$ cat config.mk
export PLATFORM = sky130hd
export DESIGN_NAME = alu_result_tx_ctrl
export DESIGN_NICKNAME = d
export VERILOG_FILES = /design/src/rtl/alu_result_tx_ctrl.sv
export SDC_FILE = /design/constraint.sdc
export NUM_CORES = 1
export LEC_CHECK = 0
export BUFFER_PORTS_ARGS = -buffer_cell sky130_fd_sc_hd__buf_2
export CAP_MARGIN = 20
export CORE_MARGIN = 4
export CORE_UTILIZATION = 51
export DETAILED_ROUTE_END_ITERATION = 6
export GPL_TIMING_DRIVEN = 0
export PLACE_DENSITY = 0.82
export SLEW_MARGIN = 10
export SYNTH_ARGS = -nofsm -noshare
export SYNTH_HDL_FRONTEND = slang
export SYNTH_SLANG_ARGS = --single-unit
$ cat constraint.sdc
create_clock -name CLK -period 1.61 [get_ports CLK]
set_input_delay 0.4025 -clock CLK [delete_from_list [all_inputs] [get_ports CLK]]
set_output_delay 0.4025 -clock CLK [all_outputs]
set_load 0.02 [all_outputs]
$ cat src/rtl/alu_result_tx_ctrl.sv
// ALU result consumer: buffers 2*DATA_WIDTH-bit results in a small FIFO and
// serialises each one, LS byte first, into the UART TX parallel-load handshake.
module alu_result_tx_ctrl #(
  parameter int unsigned DATA_WIDTH     = 8,
  parameter int unsigned BUF_DEPTH      = 2,
  parameter bit          ALWAYS_SEND_MS = 1'b1
) (
  input  logic                    CLK,
  input  logic                    RST,
  input  logic [2*DATA_WIDTH-1:0] ALU_OUT,
  input  logic                    ALU_OUT_VLD,
  input  logic                    TX_BUSY,
  output logic [DATA_WIDTH-1:0]   TX_P_DATA,
  output logic                    TX_D_VLD,
  output logic                    RES_BUSY,
  output logic                    DROP_ERR
);

  localparam int unsigned PTR_W = (BUF_DEPTH > 1) ? $clog2(BUF_DEPTH) : 1;
  localparam int unsigned CNT_W = $clog2(BUF_DEPTH + 1);
  localparam logic [CNT_W-1:0] FULL_CNT = CNT_W'(BUF_DEPTH);

  typedef enum logic [2:0] {
    StIdle,
    StLoadLs,
    StAckLs,
    StDoneLs,
    StLoadMs,
    StAckMs,
    StDoneMs
  } state_e;

  state_e                  r_state;
  state_e                  w_state_nxt;
  logic [2*DATA_WIDTH-1:0] r_mem [BUF_DEPTH];
  logic [PTR_W-1:0]        r_wr_ptr;
  logic [PTR_W-1:0]        r_rd_ptr;
  logic [CNT_W-1:0]        r_count;
  logic [DATA_WIDTH-1:0]   r_tx_data;
  logic                    r_tx_vld;
  logic                    r_drop;

  logic                    w_full;
  logic                    w_empty;
  logic                    w_push;
  logic                    w_pop;
  logic                    w_drop;
  logic                    w_load;
  logic [DATA_WIDTH-1:0]   w_load_data;
  logic [2*DATA_WIDTH-1:0] w_head;
  logic [DATA_WIDTH-1:0]   w_head_ls;
  logic [DATA_WIDTH-1:0]   w_head_ms;

  assign w_full    = (r_count == FULL_CNT);
  assign w_empty   = (r_count == '0);
  assign w_head    = r_mem[r_rd_ptr];
  assign w_head_ls = w_head[DATA_WIDTH-1:0];
  assign w_head_ms = w_head[2*DATA_WIDTH-1:DATA_WIDTH];

  // A pop on the same edge frees the slot, so a push while full is still taken;
  // when full, wr_ptr == rd_ptr, so the new entry lands in the slot being popped.
  assign w_push = ALU_OUT_VLD & (~w_full | w_pop);
  assign w_drop = ALU_OUT_VLD & w_full & ~w_pop;

  // FIFO storage, pointers and occupancy count.
  always_ff @(posedge CLK or negedge RST) begin
    if (!RST) begin
      for (int i = 0; i < BUF_DEPTH; i++) r_mem[i] <= '0;
      r_wr_ptr <= '0;
      r_rd_ptr <= '0;
      r_count  <= '0;
    end else begin
      if (w_push) begin
        r_mem[r_wr_ptr] <= ALU_OUT;
        r_wr_ptr        <= r_wr_ptr + PTR_W'(1);
      end
      if (w_pop) r_rd_ptr <= r_rd_ptr + PTR_W'(1);
      if (w_push && !w_pop)      r_count <= r_count + CNT_W'(1);
      else if (w_pop && !w_push) r_count <= r_count - CNT_W'(1);
    end
  end

  // Serialiser state register.
  always_ff @(posedge CLK or negedge RST) begin
    if (!RST) r_state <= StIdle;
    else      r_state <= w_state_nxt;
  end

  // Next state, byte load requests and head pop.
  always_comb begin
    w_state_nxt = r_state;
    w_pop       = 1'b0;
    w_load      = 1'b0;
    w_load_data = '0;
    unique case (r_state)
      StIdle: begin
        if (!w_empty && !TX_BUSY) begin
          w_load      = 1'b1;
          w_load_data = w_head_ls;
          w_state_nxt = StLoadLs;
        end
      end
      StLoadLs: w_state_nxt = StAckLs;
      StAckLs:  if (TX_BUSY) w_state_nxt = StDoneLs;
      StDoneLs: begin
        if (!TX_BUSY) begin
          if (!ALWAYS_SEND_MS && (w_head_ms == '0)) begin
            w_pop       = 1'b1;
            w_state_nxt = StIdle;
          end else begin
            w_load      = 1'b1;
            w_load_data = w_head_ms;
            w_state_nxt = StLoadMs;
          end
        end
      end
      StLoadMs: w_state_nxt = StAckMs;
      StAckMs:  if (TX_BUSY) w_state_nxt = StDoneMs;
      StDoneMs: begin
        if (!TX_BUSY) begin
          w_pop       = 1'b1;
          w_state_nxt = StIdle;
        end
      end
      default: w_state_nxt = StIdle;
    endcase
  end

  // Registered TX load strobe/data and overflow pulse; data holds between loads.
  always_ff @(posedge CLK or negedge RST) begin
    if (!RST) begin
      r_tx_data <= '0;
      r_tx_vld  <= 1'b0;
      r_drop    <= 1'b0;
    end else begin
      r_tx_vld <= w_load;
      r_drop   <= w_drop;
      if (w_load) r_tx_data <= w_load_data;
    end
  end

  assign TX_P_DATA = r_tx_data;
  assign TX_D_VLD  = r_tx_vld;
  assign RES_BUSY  = w_full;
  assign DROP_ERR  = r_drop;

endmodule

==> impl_metrics.json, run 1 <==
{
  "required_ps": 1810,
  "seq_area_frac_synth_pct": 55.2,
  "first_pass_iters": 4,
  "syn_inst": 157,
  "clk_pin_slew_ps": 100,
  "cellInternalPower_uw": 4140,
  "hold_viol": 0,
  "drive_above_1_share_pct": 53.7,
  "root_buffer": "clkbuf_8",
  "syn_to_final_growth_pct": 28.6,
  "grt_max_degree": 50,
  "setup_violations": 31,
  "routed_wl_um": 4880,
  "cp-end-kind": "flip-flop",
  "gr-usage-all-layers_pct": 19.8,
  "grt_pass1_vias": 1596,
  "slew_headroom_pct": 70.6,
  "layout_setup_ws_ps": -168,
  "overflow": 0,
  "clockBufferDepth": 2,
  "synth_top_area_cell": "dfrtp_1",
  "final-max-slew-violation-count": 0,
  "layout_min_cycle_time_ps": 1780,
  "tightestPinTransition_ps": 441,
  "syn_area_um2": 2220,
  "synth.top_cell.area_share_pct": 55.2,
  "synthArstFlopShare_pct": 100,
  "start_util_pct": 53.9,
  "via_count": 1448,
  "dr.max_layer_used": "met4",
  "ant_nets": 0,
  "wl_met1_um": 1960,
  "yosys-top-cells-area": "dfrtp_1 (55%), mux2_2 (15%), mux2_4 (6.8%)",
  "num-nets-final": 225,
  "post-route-drc-count": 0,
  "drt_iter0_drc": 140,
  "synth-edff-count": 0,
  "num_antenna_cells": 0,
  "start_kind": "flip-flop",
  "cts_max_level": 2,
  "clock_latency_ps": 310,
  "holdWs_ps": 334,
  "clock-sinks": 49,
  "min_path_type": "in2reg",
  "route.met3.wl_um": 203,
  "crit_top_cell": "buf_6",
  "rows": 23,
  "slowest_delay_ps": 420,
  "grt_pass1_wl_um": 8100,
  "place.port_buffers": 29,
  "post_drt_wl_per_cell_um": 19.1,
  "dp_hpwl_um": 3190,
  "post-route-cell-area_um2": 2850,
  "p_switching_uw": 2000,
  "power.density_nw_per_um2": 2150,
  "clock_skew_ps": 11.7,
  "share_comb_of_total_power_pct": 45.4,
  "crit_fanout": 6,
  "die_width_um": 74.0,
  "place.gp.congestion": 0.779,
  "ys_ff_latch": 49,
  "worstSetupPathType": "reg2reg",
  "ir_drop_mv": 0.948,
  "power_leakage_uw": 0.00138,
  "cp_cell_sequence": "nand4bb_1, buf_6, a211o_1, buf_6, clkbuf_16, mux2_4",
  "swShare_pct": 32.6,
  "pwr-share-seq_pct": 37.4,
  "dieHeight_um": 74.0,
  "avgSynthCellArea_um2": 14.1,
  "p_clk_share_pct": 17.2,
  "yosysUniqueCellTypes": 33,
  "violations": "negative setup slack",
  "rsz0062_at_grt": "yes",
  "coreArea_um2": 4120,
  "slowest_stage": "dfrtp_1",
  "arrival_ps": 1980,
  "wl_met2_um": 2600,
  "place_area_um2": 2490,
  "status": "finished, violations left",
  "via_per_inst": 5.68,
  "timing.fmax_mhz": 563,
  "ys.flop_type": "dfrtp_1",
  "cts_tree": "yes",
  "syn_nets": 178,
  "die_area_um2": 5470,
  "ys.warnings.count": 0,
  "antenna_found_initial": 0,
  "max-cap-violations": 0,
  "period_share_pct": 110,
  "ioPinCount": 31,
  "cts_inserted_buffers": 5
}
==> cells in the mapped netlist, types with 2 or more instances <==
cell type  count
nor2_1        10
buf_6          2
dfrtp_1       49
a21oi_1        4
a221o_1        8
xnor2_1        2
xor2_1         3
mux2_4        10
mux2_2        30
inv_1          3
nand4bb_1      2
buf_2          3
buf_1          2
buf_4          2
o21ai_0        2
mux2i_1        8
==> sequential cells by signal, summed over array words and instances, names as in the netlist <==
| name | count |
|---|---|
| DROP_ERR | 1 |
| TX_D_VLD | 1 |
| TX_P_DATA | 8 |
| r_count | 2 |
| r_mem | 32 |
| r_rd_ptr | 1 |
| r_state | 3 |
| r_wr_ptr | 1 |
==> metrics by stage <==
step / util (%) / setup TNS, ps / total power [uW] / setup WS, ps / cells
after CTS: 67.7 / -5200 / 6040 / -194 / 253
after global routing: 69.4 / -5310 / 6460 / -227 / 255
after floorplan: - / -2430 / 4050 / -172 / 157
final: 69.4 / -2660 / 6140 / -168 / 255
after detailed placement: 60.5 / -6720 / 4650 / -255 / 236
after global placement: 60.5 / -4990 / 4480 / -223 / 236
==> power by group through the flow <==
stage	clock, uW	sequential, uW	combinational [uW]
final	1060	2300	2780
after global routing	1110	2360	2990
after CTS	1070	2260	2720
after detailed placement	0	2230	2420
after global placement	0	2170	2310
after floorplan	0	2260	1790
==> per-layer routing <==
layer / track usage [%] / up-vias
met5: 0 / -
met4: 8.05 / 0
met3: 5.00 / 11
met2: 34.3 / 40
met1: 23.5 / 735
li1: - / 662
==> layout make-up <==
class                           count  area (um^2)
Fill cell                         276         1260
Clock inverter                      3         68.8
Timing Repair Buffer               43          327
Inverter                            3         11.3
Clock buffer                        5         68.8
Buffer                              8         96.3
Multi-Input combinational cell     94          990
Tap cell                           50         62.6
Sequential cell                    49         1230
==> cell usage in the layout (no fill, tap or decap), drive strengths merged <==
cell	count
nand2	1
nand3	1
a211o	1
xor2	3
mux2	40
xnor2	2
mux2i	8
o21ai	2
a221o	8
buf	49
a21boi	1
and2	1
dfrtp	49
or2	1
and4bb	1
o221a	1
nand3b	1
nand4bb	2
bufinv	2
clkbuf	6
ha	1
inv	4
nor4	1
a21o	1
and3	1
nor2b	1
nor2	10
dlygate4sd3	1
a21oi	5
==> final timing paths <==
path	startpoint	to	slack (ps)	cells after the start
setup / recovery	r_state[0]	r_mem[27]	-170	6
hold / removal	ALU_OUT[12]	r_mem[28]	330	2
setup reg to reg	r_state[0]	r_mem[27]	-170	6
hold reg to reg	r_mem[17]	r_mem[17]	510	1
max in group asynchronous	RST	r_count[0]	580	3
min in group asynchronous	RST	r_state[1]	510	2
==> critical path, delay by kind of cell (launching register included) <==
kind | cells | cell delay (ps)
buffers and inverters | 3 | 450
DFF | 1 | 420
and+or+nand+nor | 1 | 210
AOI/OAI and AO/OA | 1 | 300
muxes | 1 | 300
==> timing repair <==
item                                    4_1_cts  5_1_grt
endpoints found under the setup margin       43       44
buffers inserted                              9        2
hold buffers                                  0        1
gates cloned                                  1        1
endpoints found under the hold margin         0       13
pin swaps                                     2        3
gates resized for setup                      16        9
==> cells by family (layout without fill, tap and decap cells) <==
logic type               Yosys count  in the layout  share of synthesized area, %
multiplexers                      48             48                          25.6
flip-flops                        49             49                          55.2
AO/OA/AOI/OAI                     19             19                          6.93
AND/OR/NAND/NOR                   21             21                          5.41
buffers and inverters             14             62                          4.28
adder cells (fa/ha/maj)            1              1                         0.564
XOR/XNOR                           5              5                          1.97
No activity file was read; power rests on OpenSTA's default activity.
==> run 2, diff against run 1 <==
- CORE_ASPECT_RATIO: not set -> 1.25
- clock period: 1.61 -> 1.4 ns (I/O delays scaled with it)
==> run 2 against run 1 <==
Net effect:
- the flow still finishes with violations (negative setup slack)
- total power grew 22%
- final area grew 6.2%
- via count grew 3.0%
- critical path depth shrank 1
- core utilization grew 4.0 points
- sequential power grew 13%
- final cell count grew 5.5%
- critical path type unchanged
- largest power group unchanged
==> impl_metrics.json, run 2 (synthesis results as in run 1) <==
{
  "start_kind": "flip-flop",
  "die_area_um2": 5480,
  "register_area_um2": 1230,
  "num_antenna_cells": 0,
  "place.gp.congestion": 0.767,
  "ioPinCount": 31,
  "largest_register_ffs": 32,
  "clock_latency_ps": 320,
  "routed_wl_um": 5320,
  "first_pass_iters": 4,
  "slowest_delay_ps": 420,
  "cts_inserted_buffers": 5,
  "antenna_found_initial": 0,
  "tightestPinTransition_ps": 294,
  "mostFrequentLayoutCell": "dfrtp_1",
  "syn_to_final_growth_pct": 36.5,
  "final_cell_mix": "dfrtp_1 (47), buf_2 (28), mux2_4 (26), mux2_2 (14), buf_4 (12)",
  "post-route-drc-count": 0,
  "layout_setup_ws_ps": -304,
  "nFillCells": 254,
  "clk_pin_slew_ps": 90,
  "path_delay_family": "compound AO/OA/AOI/OAI gates",
  "final-max-slew-violation-count": 0,
  "via_per_inst": 5.55,
  "clock-sinks": 49,
  "arrival_ps": 1910,
  "worst-path-buf-inv": 2,
  "root_buffer": "clkbuf_8",
  "cp_cell_sequence": "buf_6, nand4bb_4, a211o_4, clkbuf_16, mux2_4",
  "cts_tree": "yes",
  "place_area_um2": 2520,
  "rows": 26,
  "holdWs_ps": 275,
  "drt_iter0_drc": 102,
  "die_width_um": 67.0,
  "power_leakage_uw": 0.00143,
  "max-cap-violations": 0,
  "crit_fanout": 10,
  "dieHeight_um": 81.8,
  "power.density_nw_per_um2": 2470,
  "min_path_type": "in2reg",
  "placedCellCount": 242,
  "rsz0062_at_grt": "yes",
  "period_share_pct": 122,
  "worstSetupPathType": "reg2reg",
  "cp-end-kind": "flip-flop",
  "multi_input_area_um2": 1090,
  "required_ps": 1600,
  "grt_pass1_vias": 1611,
  "post_drt_wl_per_cell_um": 19.8,
  "slowest_stage": "a211o_4",
  "reg2reg_slack_ps": -300,
  "post-route-cell-area_um2": 3030,
  "start_util_pct": 53.7,
  "via_count": 1492,
  "place.port_buffers": 29,
  "regMostFlops": "r_mem",
  "hold_viol": 0,
  "timing.fmax_mhz": 587,
  "utilization_pct": 73.3,
  "violations": "negative setup slack",
  "gr-usage-all-layers_pct": 21.5,
  "dp_hpwl_um": 3060,
  "total_power_uw": 7490,
  "overflow": 0,
  "cts_max_level": 2,
  "fin_cells": 269,
  "clock_skew_ps": 6.77,
  "status": "finished, violations left",
  "clockBufferDepth": 2,
  "coreArea_um2": 4130,
  "num-nets-final": 233,
  "ant_nets": 0,
  "slew_headroom_pct": 80.3,
  "grt_max_degree": 50,
  "grt_pass1_wl_um": 8350,
  "layout_min_cycle_time_ps": 1700,
  "drive_above_1_share_pct": 58.2,
  "setup_violations": 45,
  "ir_drop_mv": 1.22
}
==> run 2: cell types whose count changed in the layout (fill, tap and decap cells not counted), moves of 2 or more <==
| cell | before | now |
|---|---|---|
| buf_6 | 4 | 9 |
| buf_2 | 30 | 28 |
| a21oi_4 | 1 | 4 |
| buf_4 | 8 | 12 |
| a21oi_2 | 2 | 0 |
| buf_12 | 3 | 5 |
| buf_8 | 3 | 0 |
| nand4bb_1 | 2 | 0 |
==> run 2: what timing repair did <==
item | CTS | global route
buffers inserted | 18 | 3
gates cloned | 2 | 1
pin swaps | 15 | 7
hold endpoints to repair | 0 | 12
hold buffers | 0 | 1
resized for setup | 24 | 11
setup endpoints to repair | 44 | 50
==> run 2: worst paths after layout <==
check | end | cells past startpoint | from
max | r_mem[19] | 5 | r_state[1]
min | r_mem[2] | 2 | ALU_OUT[2]
max reg2reg | r_mem[19] | 5 | r_state[1]
min reg2reg | r_count[1] | 1 | r_count[1]
max in group asynchronous | r_count[0] | 3 | RST
min in group asynchronous | r_mem[6] | 2 | RST
==> run 2: cell type report <==
type	count	share of cell area, %
clock inverter	3	2.15
timing repair buffer	52	13.9
sequential	49	40.5
clock buffer	5	2.27
inverter	3	0.372
tap	56	2.31
buffer	6	2.60
multi-input combinational	95	35.9
==> run 2: metrics by stage <==
step | TNS [ps] | setup WS, ps
after detailed placement | -15160 | -476
after global placement | -13330 | -426
after global routing | -12350 | -341
after CTS | -14760 | -390
final | -10280 | -304
after floorplan | -8960 | -340
==> run 2: where the power goes <==
| group | internal (uW) | leakage (uW) | switching [uW] | total, uW |
|---|---|---|---|---|
| logic | 2160 | 0.000781 | 1530 | 3690 |
| clock network | 709 | 0.0000681 | 483 | 1190 |
| registers | 2130 | 0.000585 | 470 | 2600 |
| total | 5010 | 0.00143 | 2480 | 7490 |
==> run 2: per-layer routing <==
layer | part of all wire, % | global-route usage, % | vias to the layer above
li1 | - | - | 675
met1 | 42 | 24.6 | 767
met2 | 51 | 36.9 | 37
met3 | 4.2 | 5.75 | 13
met4 | 2.8 | 10.5 | 0
met5 | 0 | 0 | -
